**src/rtl/bitstream_byte_feeder.sv**
```systemverilog
// Purpose: byte FIFO between the slice-payload stream and the arithmetic decoder, removing 0x00 0x00 0x03 emulation-prevention bytes.
// Latency: a byte accepted in cycle N appears on data in cycle N+1; request_byte pops the head combinationally in the same cycle.
// Backpressure: s_ready drops when the FIFO is full or during flush; a request on an empty FIFO raises stall and the sticky underflow flag.
module bitstream_byte_feeder #(
    parameter int DEPTH  = 8,
    parameter int ADDR_W = 3
) (
    input  logic              clk,
    input  logic              reset_n,
    input  logic              flush,
    input  logic              epb_en,
    input  logic              s_valid,
    input  logic [7:0]        s_data,
    output logic              s_ready,
    output logic [7:0]        data,
    output logic              data_valid,
    input  logic              request_byte,
    output logic              stall,
    output logic              underflow,
    output logic [ADDR_W:0]   level,
    output logic [15:0]       epb_count
);

    localparam logic [ADDR_W:0] FULL_LVL = (ADDR_W + 1)'(DEPTH);

    logic [7:0]        mem [DEPTH];

    logic [ADDR_W-1:0] rd_ptr_q, rd_ptr_d;
    logic [ADDR_W-1:0] wr_ptr_q, wr_ptr_d;
    logic [ADDR_W:0]   level_q, level_d;
    logic [1:0]        zero_run_q, zero_run_d;
    logic              underflow_q, underflow_d;
    logic [15:0]       epb_count_q, epb_count_d;

    logic full;
    logic empty;
    logic accept;
    logic drop;
    logic wr_en;
    logic pop;

    // Handshake qualification: flush blocks both sides, a full FIFO never accepts even when popping.
    always_comb begin
        full   = (level_q == FULL_LVL);
        empty  = (level_q == '0);
        accept = s_valid && !full && !flush;
        drop   = accept && epb_en && (zero_run_q == 2'd2) && (s_data == 8'h03);
        wr_en  = accept && !drop;
        pop    = request_byte && !empty && !flush;
    end

    // Next-state for pointers, fill level, zero-run tracker and status; flush overrides everything.
    always_comb begin
        rd_ptr_d    = rd_ptr_q;
        wr_ptr_d    = wr_ptr_q;
        level_d     = level_q;
        zero_run_d  = zero_run_q;
        underflow_d = underflow_q;
        epb_count_d = epb_count_q;

        if (flush) begin
            rd_ptr_d    = '0;
            wr_ptr_d    = '0;
            level_d     = '0;
            zero_run_d  = 2'd0;
            underflow_d = 1'b0;
            epb_count_d = 16'd0;
        end else begin
            if (wr_en) begin
                wr_ptr_d = wr_ptr_q + ADDR_W'(1);
            end
            if (pop) begin
                rd_ptr_d = rd_ptr_q + ADDR_W'(1);
            end

            case ({wr_en, pop})
                2'b10:   level_d = level_q + (ADDR_W + 1)'(1);
                2'b01:   level_d = level_q - (ADDR_W + 1)'(1);
                default: level_d = level_q;
            endcase

            // zero_run tracks even with removal disabled so enabling mid-stream is consistent.
            if (accept) begin
                if (drop) begin
                    zero_run_d = 2'd0;
                end else if (s_data == 8'h00) begin
                    zero_run_d = (zero_run_q == 2'd2) ? 2'd2 : zero_run_q + 2'd1;
                end else begin
                    zero_run_d = 2'd0;
                end
            end

            if (drop && (epb_count_q != 16'hFFFF)) begin
                epb_count_d = epb_count_q + 16'd1;
            end

            if (request_byte && empty) begin
                underflow_d = 1'b1;
            end
        end
    end

    // Control state registers with asynchronous clear.
    always_ff @(posedge clk or negedge reset_n) begin
        if (!reset_n) begin
            rd_ptr_q    <= '0;
            wr_ptr_q    <= '0;
            level_q     <= '0;
            zero_run_q  <= 2'd0;
            underflow_q <= 1'b0;
            epb_count_q <= 16'd0;
        end else begin
            rd_ptr_q    <= rd_ptr_d;
            wr_ptr_q    <= wr_ptr_d;
            level_q     <= level_d;
            zero_run_q  <= zero_run_d;
            underflow_q <= underflow_d;
            epb_count_q <= epb_count_d;
        end
    end

    // Byte storage; contents need no reset because level gates visibility.
    always_ff @(posedge clk) begin
        if (wr_en) begin
            mem[wr_ptr_q] <= s_data;
        end
    end

    // Outputs are decoded from registered state; no write-to-read bypass.
    always_comb begin
        s_ready    = !full && !flush;
        data_valid = !empty;
        data       = empty ? 8'h00 : mem[rd_ptr_q];
        stall      = request_byte && empty && !flush;
        underflow  = underflow_q;
        level      = level_q;
        epb_count  = epb_count_q;
    end

endmodule

```
**config.mk**
```make
export PLATFORM = sky130hd
export DESIGN_NAME = bitstream_byte_feeder
export DESIGN_NICKNAME = d
export VERILOG_FILES = /design/src/rtl/bitstream_byte_feeder.sv
export SDC_FILE = /design/constraint.sdc
export NUM_CORES = 1
export LEC_CHECK = 0
export ABC_AREA = 0
export BUFFER_PORTS_ARGS = -buffer_cell sky130_fd_sc_hd__clkbuf_2
export CORE_ASPECT_RATIO = 0.9
export CORE_MARGIN = 2
export CORE_UTILIZATION = 58
export DETAILED_ROUTE_END_ITERATION = 8
export PLACE_DENSITY = 0.89
export SYNTH_ARGS = -nofsm -noshare
export SYNTH_HDL_FRONTEND = slang
export SYNTH_SLANG_ARGS = --single-unit
```
**constraint.sdc**
```tcl
create_clock -name clk -period 2.97 [get_ports clk]
set_input_delay 0 -clock clk [delete_from_list [all_inputs] [get_ports clk]]
set_output_delay 0 -clock clk [all_outputs]
set_load 0.005 [all_outputs]
```
Word level (Yosys, flattened, before mapping)

Memory sizes are Yosys's and may differ from the RTL's.
Cells that the tools add are included.

Bits in registers: 29
RAM bits: 64
Memories: 1

$add $sub $neg: 6
Eq/ne operators: 6
Mux-type cells: 18
Reductions and logical operators: 24

Memories:

| name | words | bits a word | read ports | clocked after memory_dff | write ports | RTL line | text |
|---|---|---|---|---|---|---|---|
| mem  | 8     | 8           | 1          | 0                        | 1           | 26       | `logic [7:0] mem [DEPTH];` |

Operator list:

| operator                                          | number |
|---|---|
| 2-to-1 mux 16 bit                                 | 2 |
| adder 16 x 1 -> 16 bit (second input constant)    | 1 |
| != test 16 bit (second input constant)            | 1 |
| logical AND 1 bit                                 | 12 |
| 2-to-1 mux 3 bit                                  | 4 |
| 2-to-1 mux 2 bit                                  | 5 |
| nonzero test 2 bit                                | 5 |
| == test 8 x 2 -> 1 bit (second input constant)    | 1 |
| zero test 8 bit                                   | 1 |
| 2-to-1 mux 8 bit                                  | 1 |
| case mux 4 bit (2 select lines)                   | 1 |
| adder 3 x 1 -> 3 bit (second input constant)      | 2 |
| adder 4 x 1 -> 4 bit (second input constant)      | 1 |
| == test 2 bit (second input constant)             | 2 |
| == test 4 bit (second input constant)             | 1 |
| zero test 1 bit                                   | 4 |
| zero test 4 bit                                   | 1 |
| 2-to-1 mux 1 bit                                  | 4 |
| 2-to-1 mux 4 bit                                  | 1 |
| subtractor 4 x 1 -> 4 bit (second input constant) | 1 |
| nonzero test 3 bit                                | 1 |
| adder 2 x 1 -> 2 bit (second input constant)      | 1 |
| == test 2 x 1 -> 1 bit (second input constant)    | 1 |

Longest topological paths before layout

Gate-level depths: netlist of run 1.

Word-level depth: 12
Mapped depth: 11

Worst setup path before layout of run 1

No wires, ideal clock.

Path type: reg-to-reg
From: register level_q[1], in the netlist level[1]
To: register level_q[3], in the netlist level[3]
Library setup time: 125 ps
Arrival time: 2,560 ps
Data required time: 2,845 ps
Setup slack: 285 ps
Stages on the path, launching flop included: 12
Path buffers: 2
Path through: dfrtp_1 buf_2 or4b_1 buf_4 nand3_2 nor2_1 nor3_1 ha_1 a31oi_1 nor2_1 mux2i_1 mux2_2

Cells in the longest elaborated chain, start to end: 12
Elaborated cells between the ends (all ways): 20
Those cells by class: add/sub (2); eq/ne (3); mux (2); reduce/logical (13)

Ends and longest elaborated chain:

| element                                                 | RTL line | text |
|---|---|---|
| start: declaration                                      | 30       | `logic [ADDR_W:0] level_q, level_d;` |
| start signal: assignment                                | 115      | `level_q <= level_d;` |
| == test 4 bit                                           | 44       | `full = (level_q == FULL_LVL);` |
| zero test 1 bit                                         | 46       | `accept = s_valid && !full && !flush;` |
| logical AND 1 bit (2 in a row)                          | 46       |  |
| logical AND 1 bit (3 in a row)                          | 47       | `drop = accept && epb_en && (zero_run_q == 2'd2) && (s_data == 8'h03);` |
| zero test 1 bit                                         | 48       | `wr_en = accept && !drop;` |
| logical AND 1 bit                                       | 48       |  |
| == test 2 x 1 -> 1 bit or == test 2 bit (tied branches) | 76       | `case ({wr_en, pop})` |
| case mux 4 bit (2 select lines)                         | 76       |  |
| 2-to-1 mux 4 bit                                        | 61       | `if (flush) begin` |

Parallel ways exist; a longest one is shown, timed or not.
A chain may end at the register's enable or synchronous reset.

Final worst setup path of run 1

From: register level_q[2], in the netlist level[2]
To: register level_q[3], in the netlist level[3]

Same word-level chain as after synthesis.

==> impl_metrics.json, run 1 <==
{
  "status": "finished, final reports clean",
  "rows": 29,
  "netlist_area_um2": 4240,
  "pin_count": 46,
  "power_frac_comb_pct": 26.2,
  "fmax_mhz": 368,
  "total_leakage_power_nw": 1.84,
  "arrival_ns": 2.97,
  "io_buffers": 45,
  "cts_max_path_buffers": 2,
  "ys_top_cells_by_area": "edfxtp_1, dfrtp_1, mux4_2",
  "clock_sinks": 93,
  "clock_skew_ns": 0.0108,
  "synth_cell_type_count": 47,
  "setup_tns_ns": 0,
  "synthFlopType": "edfxtp_1",
  "routedWlPerCell_um": 18.9,
  "synth_edf_count": 64,
  "grt_max_degree": 30,
  "start_util_pct": 59.9,
  "overflow": 0,
  "critPathKind": "flip-flop to flip-flop",
  "grt.busiest_layer": "met2",
  "postCtsSetupBuffers": 0,
  "drt_iter0_drc": 127,
  "antenna_cells": 0,
  "drt-vias-per-instance": 6.05,
  "gp_congestion": 0.814,
  "avgSynthCellArea_um2": 14.1,
  "cts_tree": "yes",
  "numCtsBuffers": 9,
  "core_um2": 7080,
  "crit_fanout": 6,
  "holdPathStages": 3,
  "nFillCells": 501,
  "dieHeight_um": 85.1,
  "p_per_area_nw_per_um2": 649,
  "layout_min_cycle_time_ns": 2.71,
  "root_buffer": "clkbuf_8",
  "grt_usage_pct": 24.2,
  "utilization_pct": 69.3,
  "synth-seq-cells": 93,
  "grt_pass1_vias": 2821,
  "die_x_um": 94.1,
  "syn2layout_area_growth_pct": 15.7,
  "ys_warn_count": 0,
  "ant_nets": 0,
  "hold_viol": 0,
  "clk_pin_slew_ns": 0.10,
  "async_flop_share_pct": 31.2,
  "die-area_um2": 8010,
  "netlist.area_leader.share_pct": 45.3,
  "clock_power_share_pct": 25.4,
  "num_vias": 2805,
  "holdCritPathClass": "primary input to flip-flop",
  "p_int_mw": 2.18,
  "cts-htree-levels": 3,
  "finalSetupViolCount": 0,
  "synth.net_count": 322,
  "drive_gt1_share_pct": 29.1,
  "use_met1_pct": 32.8,
  "drcViolationCount": 0,
  "ir_worst_vdd_uv": 354,
  "yosysSeqAreaShare_pct": 62.5,
  "worst_ep_required_time_ns": 3.23,
  "switchingPower_mw": 1.00,
  "sw_frac_of_total_pct": 31.4,
  "antenna_found_initial": 0,
  "slew_viol_final": 0,
  "fin_nets": 387,
  "relSlewSlack_pct": 45.9,
  "dp_hpwl_um": 5830,
  "synth_cells": 301,
  "clk_latency_ns": 0.36,
  "met2_usage_pct": 39.2,
  "drt-pass1-iter-count": 4,
  "yosys.area.top_type": "edfxtp_1",
  "maxCapViolCount": 0,
  "use_met3_pct": 5.77,
  "grt_pass1_wl_um": 14400,
  "tightest_slew_ns": 0.812,
  "period_share_pct": 91.4,
  "crit_path_end_kind": "flip-flop",
  "startpoint_type": "flip-flop",
  "wirelength_um": 8790,
  "seqPwrFrac_pct": 48.4,
  "rsz0062_at_grt": "no",
  "ff2ff_path_depth": 9
}
==> synth_stat cells, drive strengths merged, types with 2 or more instances <==
master and number:
edfxtp 64, dfrtp 29, nor2 25, mux4 16, nand2 16, a21oi 13, mux2i 10, nand3 9
buf 8, clkbuf 8, ha 7, nor4 7, o31ai 7, or4 7, and3 6, nor3 6
o21ai 6, mux2 5, nor2b 5, inv 4, nand4 4, or2 4, or3 4, and2 3
nand2b 3, o41ai 3, xor2 3, a21o 2, a22o 2, nor3b 2, o311ai 2, xnor2 2
==> power by group through the flow <==
stage | combinational (mW) | clock (mW) | sequential (mW)
CTS | 0.837 | 0.825 | 1.54
finish | 0.835 | 0.809 | 1.54
global route | 0.905 | 0.884 | 1.55
floorplan | 0.512 | 0 | 1.53
global placement | 0.799 | 0 | 1.56
detailed placement | 0.825 | 0 | 1.57
==> final cells by class <==
cell class              count  area (um2)  share of cell area, %
clock buffers               9         124                   2.53
clock inverters             7        65.1                   1.33
inverters                   5        18.8                  0.383
multi-input cells         187        1500                   30.5
flip-flops and latches     93        2650                   54.0
well taps                  93         116                   2.37
repair buffers             70         435                   8.88
==> layout by cell type, fill, tap and decap left out, drive strengths merged, types with 2 or more instances in the layout <==
cell / count
mux4: 16
nand4: 4
xor2: 3
edfxtp: 64
clkinv: 2
a21o: 2
buf: 16
or2: 4
mux2i: 10
xnor2: 2
clkbuf: 54
ha: 7
or3: 4
and3: 6
a22o: 2
a21oi: 13
o41ai: 3
nand2b: 3
mux2: 5
nor3b: 2
nor3: 6
nand2: 16
o311ai: 2
dlygate4sd3: 9
nor2b: 5
o31ai: 7
nor4: 7
o21ai: 6
nor2: 25
inv: 9
nand3: 9
or4: 7
and2: 3
dfrtp: 29
==> sequential cells by signal, indices dropped and copies added, names as in the netlist <==
signal,flops
mem,64
epb_count,16
level,4
rd_ptr_q,3
wr_ptr_q,3
zero_run_q,2
underflow,1
==> cells by family after synthesis <==
group                      count (synthesis)  share of synthesized area (%)
and+or+nand+nor                          103                           13.2
DFF                                       93                           62.5
AOI/OAI and AO/OA                         41                           6.58
muxes                                     31                           12.2
buffers and inverters                     21                           2.48
adders and majority gates                  7                           2.07
xor gates and xnor gates                   5                           1.03
==> path summary, 6_finish.rpt <==
path	slack, ns	end	from
setup / recovery	0.26	level[3]	level[2]
hold / removal	0.07	underflow	flush
setup reg to reg	0.26	level[3]	level[2]
hold reg to reg	0.50	underflow	underflow
max in group asynchronous	2.26	epb_count[0]	reset_n
min in group asynchronous	0.23	level[0]	reset_n
==> timing repair <==
action / in CTS / in global routing
hold endpoints to repair: 93 / 0
endpoints found under the setup margin: 0 / 4
hold buffers: 9 / 0
resized for setup: 0 / 2
==> through the flow <==
stage	power [mW]	worst slack (ns)	instances	hold slack [ns]	cell area (um2)
floorplan	2.05	0.285	301	-0.296	4240
CTS	3.20	0.158	464	0.0612	4890
global placement	2.36	0.315	439	0.0910	4610
global route	3.34	0.103	464	0.0943	4900
detailed placement	2.39	0.179	439	0.103	4610
finish	3.18	0.255	464	0.0739	4900
==> per-layer routing <==
| metal | part of all wire (%) | wire (um) |
|---|---|---|
| met1 | 41 | 3610 |
| met2 | 51 | 4480 |
| met3 | 6.0 | 527 |
| met4 | 2.0 | 174 |
| met5 | 0 | 0 |
==> critical path, cell delays in order (launching register included) <==
cell     delay, ns
dfrtp_1       0.47
or4b_1        0.62
nand3_2       0.17
nor2_1        0.11
nor3_2        0.18
ha_1          0.31
a31oi_1       0.19
nor2_1        0.05
mux2i_1       0.15
mux2_2        0.34
No activity file was read; power rests on OpenSTA's default activity.
==> run 2, diff against run 1 <==
ABC_AREA = 1   (was 0)
==> impl_metrics.json, run 2 <==
{
  "status": "finished, final reports clean",
  "yosysMostFrequentCell": "nor2_1",
  "ys_top_cells_by_count": "nor2_1, edfxtp_1, nand2_1",
  "holdPathStages": 3,
  "ir_worst_vdd_uv": 393,
  "setup_tns_ns": 0,
  "postCtsSetupBuffers": 0,
  "hold_ws_ns": 0.0853,
  "worst_ep_required_time_ns": 2.97,
  "yosys.area_share.simple_pct": 19.5,
  "netlist_area_um2": 4350,
  "drive_gt1_share_pct": 18.7,
  "holdCritPathClass": "primary input to flip-flop",
  "postPlaceCellArea_um2": 4670,
  "crit_path_end_kind": "primary output",
  "r2r_setup_slack_ns": 0.70,
  "postLayoutCellArea_um2": 4950,
  "fmax_mhz": 391,
  "cts_tree": "yes",
  "routedWlPerCell_um": 16.5,
  "gp_congestion": 0.922,
  "grt_usage_pct": 24.6,
  "die_x_um": 95.3,
  "arrival_ns": 2.56,
  "clk_pin_slew_ns": 0.09,
  "multiInputGateArea_um2": 1510,
  "crit_fanout": 18,
  "synth_xor_area_share_pct": 1.61,
  "r2r_start": "level[0]",
  "avgSynthCellArea_um2": 10.2,
  "dp_hpwl_um": 6400,
  "grt_pass1_vias": 3234,
  "rows": 29,
  "synth.net_count": 449,
  "async_flop_share_pct": 31.2,
  "clk_latency_ns": 0.36,
  "antenna_cells": 0,
  "ys_top_cells_by_area": "edfxtp_1, dfrtp_1, nor2_1",
  "synth_cells": 428,
  "setup_slack_ns": 0.409,
  "netlist.area_leader.share_pct": 44.2,
  "relSlewSlack_pct": 47.0,
  "syn2layout_area_growth_pct": 13.8,
  "final_common_cell": "nor2_1",
  "root_buffer": "clkbuf_8",
  "hold_viol": 0,
  "p_per_area_nw_per_um2": 640,
  "drt-pass1-iter-count": 5,
  "ant_nets": 0,
  "rsz0062_at_grt": "no",
  "regMostFlops": "mem",
  "synth_top_family_by_area": "simple AND/OR/NAND/NOR gates",
  "maxCapViolCount": 0,
  "register_area_um2": 2650,
  "overflow": 0,
  "pin_count": 46,
  "ys_warn_count": 0,
  "synth_mux_area_share_pct": 0,
  "synth_cell_type_count": 37,
  "cts_max_path_buffers": 2,
  "drt_iter0_drc": 267,
  "drcViolationCount": 0,
  "die-area_um2": 8210,
  "fin_nets": 507,
  "dieHeight_um": 86.2,
  "total_leakage_power_nw": 1.95,
  "synth_fa_ha_area_share_pct": 2.01,
  "synthFlopType": "edfxtp_1",
  "yosysSeqAreaShare_pct": 60.9,
  "tightest_slew_ns": 0.792,
  "drt-vias-per-instance": 5.95,
  "ff2ff_path_depth": 14,
  "numCtsBuffers": 9,
  "reg2reg_to": "level[3]",
  "io_buffers": 45,
  "startpoint_type": "flip-flop",
  "min-delay-start": "s_valid",
  "largest_reg_flops": 64,
  "synth_compound_gate_area_share_pct": 11.5,
  "layout_min_cycle_time_ns": 2.56,
  "clock_sinks": 93,
  "synth-seq-cells": 93,
  "slew_viol_final": 0,
  "antenna_found_initial": 0,
  "nFillCells": 496,
  "final_cell_mix": "nor2_1, nand2_1, edfxtp_1",
  "wirelength_um": 9640,
  "grt_max_degree": 34,
  "critPathKind": "flip-flop to primary output",
  "cts-htree-levels": 3,
  "start_util_pct": 60.8,
  "period_share_pct": 86.2,
  "core_um2": 7150,
  "num_vias": 3472,
  "min_to": "zero_run_q[0]",
  "pre_cts_ws_ns": 0.755,
  "finalSetupViolCount": 0,
  "grt_pass1_wl_um": 15300,
  "clock_skew_ns": 0.0159,
  "synth_edf_count": 64,
  "yosys.area.top_type": "edfxtp_1"
}
run 2: cell types whose count changed after synthesis, moves of 6 or more:
cell / previous run / this run
o22ai_1: 0 / 8
inv_1: 4 / 30
nor2_1: 25 / 73
and3_1: 6 / 0
mux4_2: 16 / 0
nand2_1: 16 / 64
o21ai_0: 6 / 46
or4_1: 7 / 0
a21oi_1: 13 / 6
mux2i_1: 10 / 0
o21ai_1: 0 / 10
a31oi_1: 1 / 8
run 2: kinds of logic (layout without fill, tap and decap cells):
logic type / Yosys count / after routing
adder cells (fa/ha/maj): 7 / 7
AND/OR/NAND/NOR: 183 / 183
buffers and inverters: 48 / 111
XOR/XNOR: 8 / 8
flip-flops: 93 / 93
AO/OA/AOI/OAI: 89 / 89
run 2: worst max path at each step:
stage / slack [ns] / from / depth (start not counted) / to
finish: 0.41 / rd_ptr_q[1] / 6 / data[0]
detailed placement: 0.75 / level[0] / 14 / level[3]
global placement: 0.85 / level[0] / 14 / level[3]
floorplan: 1.08 / zero_run_q[0] / 15 / level[3]
global route: 0.33 / rd_ptr_q[1] / 6 / data[1]
CTS: 0.52 / rd_ptr_q[1] / 6 / data[0]
run 2: what timing repair did:
action / 4_1_cts / 5_1_grt
gates resized for setup: 0 / 0
hold endpoints to repair: 90 / 0
hold buffers: 10 / 0
setup endpoints to repair: 0 / 0
run 2: area by class of cell:
type | count | area share, %
Clock inverter | 6 | 1.14
Timing Repair Buffer | 60 | 7.33
Clock buffer | 10 | 2.58
Multi-Input combinational cell | 287 | 30.4
Sequential cell | 93 | 53.5
Tap cell | 93 | 2.35
Inverter | 35 | 2.73
run 2: worst max-delay path: stages, from the launching register on:
cell	delay, ns
dfrtp_1	0.66
inv_1	0.58
o21ai_0	0.22
o22ai_1	0.22
o21ai_0	0.12
a31oi_1	0.25
clkbuf_2	0.17
run 2: layer usage:
metal | GRT usage [%] | vias to the layer above | routed length, um
met3 | 6.24 | 32 | 751
met1 | 32.6 | 1675 | 4000
met2 | 39.0 | 165 | 4640
met4 | 10.1 | 0 | 250
li1 | - | 1600 | -
met5 | 0 | - | 0
run 2: power by group:
| group | switching (mW) | internal [mW] |
|---|---|---|
| sequential | 0.0657 | 1.45 |
| clock | 0.465 | 0.319 |
| combinational | 0.569 | 0.300 |
| total | 1.10 | 2.07 |
run 2: per-stage QoR:
stage	utilization (%)	cells	power (mW)
2_1_floorplan	-	428	2.05
5_1_grt	69.3	584	3.31
6_report	69.3	584	3.17
4_1_cts	69.3	584	3.15
3_5_place_dp	65.3	558	2.37
3_3_place_gp	65.3	558	2.34
==> run 3, diff against run 2 <==
MAX_ROUTING_LAYER = met4   (was unset)
==> impl_metrics.json, run 3 (synthesized netlist as in run 2, its figures left out) <==
{
  "pre_cts_ws_ns": 0.755,
  "fmax_mhz": 391,
  "hold_buffers": 10,
  "syn2layout_area_growth_pct": 13.8,
  "dpl.cell_count": 558,
  "antenna_found_initial": 0,
  "holdCritPathClass": "primary input to flip-flop",
  "critPathSlowestCell": "dfrtp_1",
  "period_share_pct": 86.0,
  "nFillCells": 496,
  "utilization_pct": 69.3,
  "grt_usage_pct": 25.4,
  "total_leakage_power_nw": 1.95,
  "dieHeight_um": 86.2,
  "setup_tns_ns": 0,
  "cts-htree-levels": 3,
  "rsz0062_at_grt": "no",
  "crit_path_end_kind": "primary output",
  "num_vias": 3436,
  "grt_pass1_vias": 3232,
  "relSlewSlack_pct": 47.4,
  "cts-resized-gates": 0,
  "final_cell_mix": "nor2_1, nand2_1, edfxtp_1",
  "cts_max_path_buffers": 2,
  "reg2reg_to": "level[3]",
  "r2r_start": "level[0]",
  "clock_skew_ns": 0.0175,
  "routedWlPerCell_um": 16.5,
  "ff2ff_path_depth": 14,
  "gp_congestion": 0.938,
  "startpoint_type": "flip-flop",
  "status": "finished, final reports clean",
  "overflow": 0,
  "finalSetupViolCount": 0,
  "start_util_pct": 60.8,
  "regMostFlops": "mem",
  "pin_count": 46,
  "drive_gt1_share_pct": 18.7,
  "largest_reg_flops": 64,
  "crit_end": "data[0]",
  "arrival_ns": 2.55,
  "final_common_cell": "nor2_1",
  "antenna_cells": 0,
  "maxCapViolCount": 0,
  "r2r_setup_slack_ns": 0.70,
  "instances_no_fill": 584,
  "worst_ep_required_time_ns": 2.97,
  "layout_min_cycle_time_ns": 2.55,
  "ir_worst_vdd_uv": 392,
  "dp_hpwl_um": 6400,
  "p_per_area_nw_per_um2": 640,
  "core_um2": 7150,
  "drt-vias-per-instance": 5.88,
  "drcViolationCount": 0,
  "setup_slack_ns": 0.415,
  "hold_viol": 0,
  "crit_chain": "inv_1 -> o21ai_0 -> o22ai_1 -> o21ai_0 -> a31oi_1 -> clkbuf_2",
  "die_x_um": 95.3,
  "drt-pass1-iter-count": 5,
  "drt_iter0_drc": 324,
  "numCtsBuffers": 9,
  "rows": 29,
  "clk_latency_ns": 0.36,
  "io_buffers": 45,
  "cts_tree": "yes",
  "critPathKind": "flip-flop to primary output",
  "ant_nets": 0,
  "crit_path_start": "rd_ptr_q[1]",
  "postCtsSetupBuffers": 0,
  "grt_pass1_wl_um": 15300,
  "clock_sinks": 93,
  "wirelength_um": 9610,
  "fin_nets": 507,
  "tightest_slew_ns": 0.786,
  "crit_fanout": 18,
  "hold_ws_ns": 0.0861,
  "die-area_um2": 8210,
  "slew_viol_final": 0,
  "cpMostUsedCell": "o21ai_0",
  "root_buffer": "clkbuf_8",
  "cpPeakStageDelay_ns": 0.64,
  "clk_pin_slew_ns": 0.09,
  "grt_max_degree": 34
}
==> run 3: cell counts in the layout (fill, tap and decap cells not counted) <==
No cell type changed its count.
==> run 3: through the flow <==
stage          power, mW  area, um2
2_1_floorplan       2.05       4350
3_3_place_gp        2.34       4670
3_5_place_dp        2.37       4670
4_1_cts             3.15       4950
5_1_grt             3.31       4950
6_report            3.17       4950
==> run 3: worst min path at each step <==
| stage | startpoint | to | slack, ns | cells past startpoint |
|---|---|---|---|---|
| finish | s_valid | zero_run_q[0] | 0.09 | 3 |
| global route | s_valid | zero_run_q[0] | 0.07 | 3 |
| CTS | s_valid | zero_run_q[0] | 0.07 | 3 |
| detailed placement | reset_n | epb_count[9] | 0.09 | 1 |
| global placement | reset_n | epb_count[9] | 0.08 | 1 |
| floorplan | reset_n | epb_count[0] | -0.30 | 0 |
==> run 3: layout make-up <==
type                            instances  area (um2)  area share [%]
Clock buffer                           10         128            2.58
Sequential cell                        93        2650            53.5
Timing Repair Buffer                   60         363            7.33
Inverter                               35         135            2.73
Tap cell                               93         116            2.35
Multi-Input combinational cell        287        1510            30.4
Clock inverter                          6        56.3            1.14
==> run 3: critical path: cells and delay by family, from the launching register on <==
family          cells  cell delay (ns)
buf+inv             2             0.74
flops               1             0.64
compound gates      4             0.82
==> run 3: power by group <==
part	switching, mW	total (mW)	internal [mW]
registers	0.0642	1.52	1.45
logic	0.567	0.867	0.300
clock network	0.465	0.784	0.319
total	1.10	3.17	2.07
==> run 3: routing by layer <==
layer | wire length, um | vias up | global-route usage, % | part of all wire (%)
li1 | - | 1595 | - | -
met1 | 4010 | 1641 | 32.5 | 42
met2 | 4620 | 165 | 39.1 | 48
met3 | 719 | 35 | 6.41 | 7.5
met4 | 269 | 0 | 10.1 | 2.8
met5 | 0 | - | - | 0
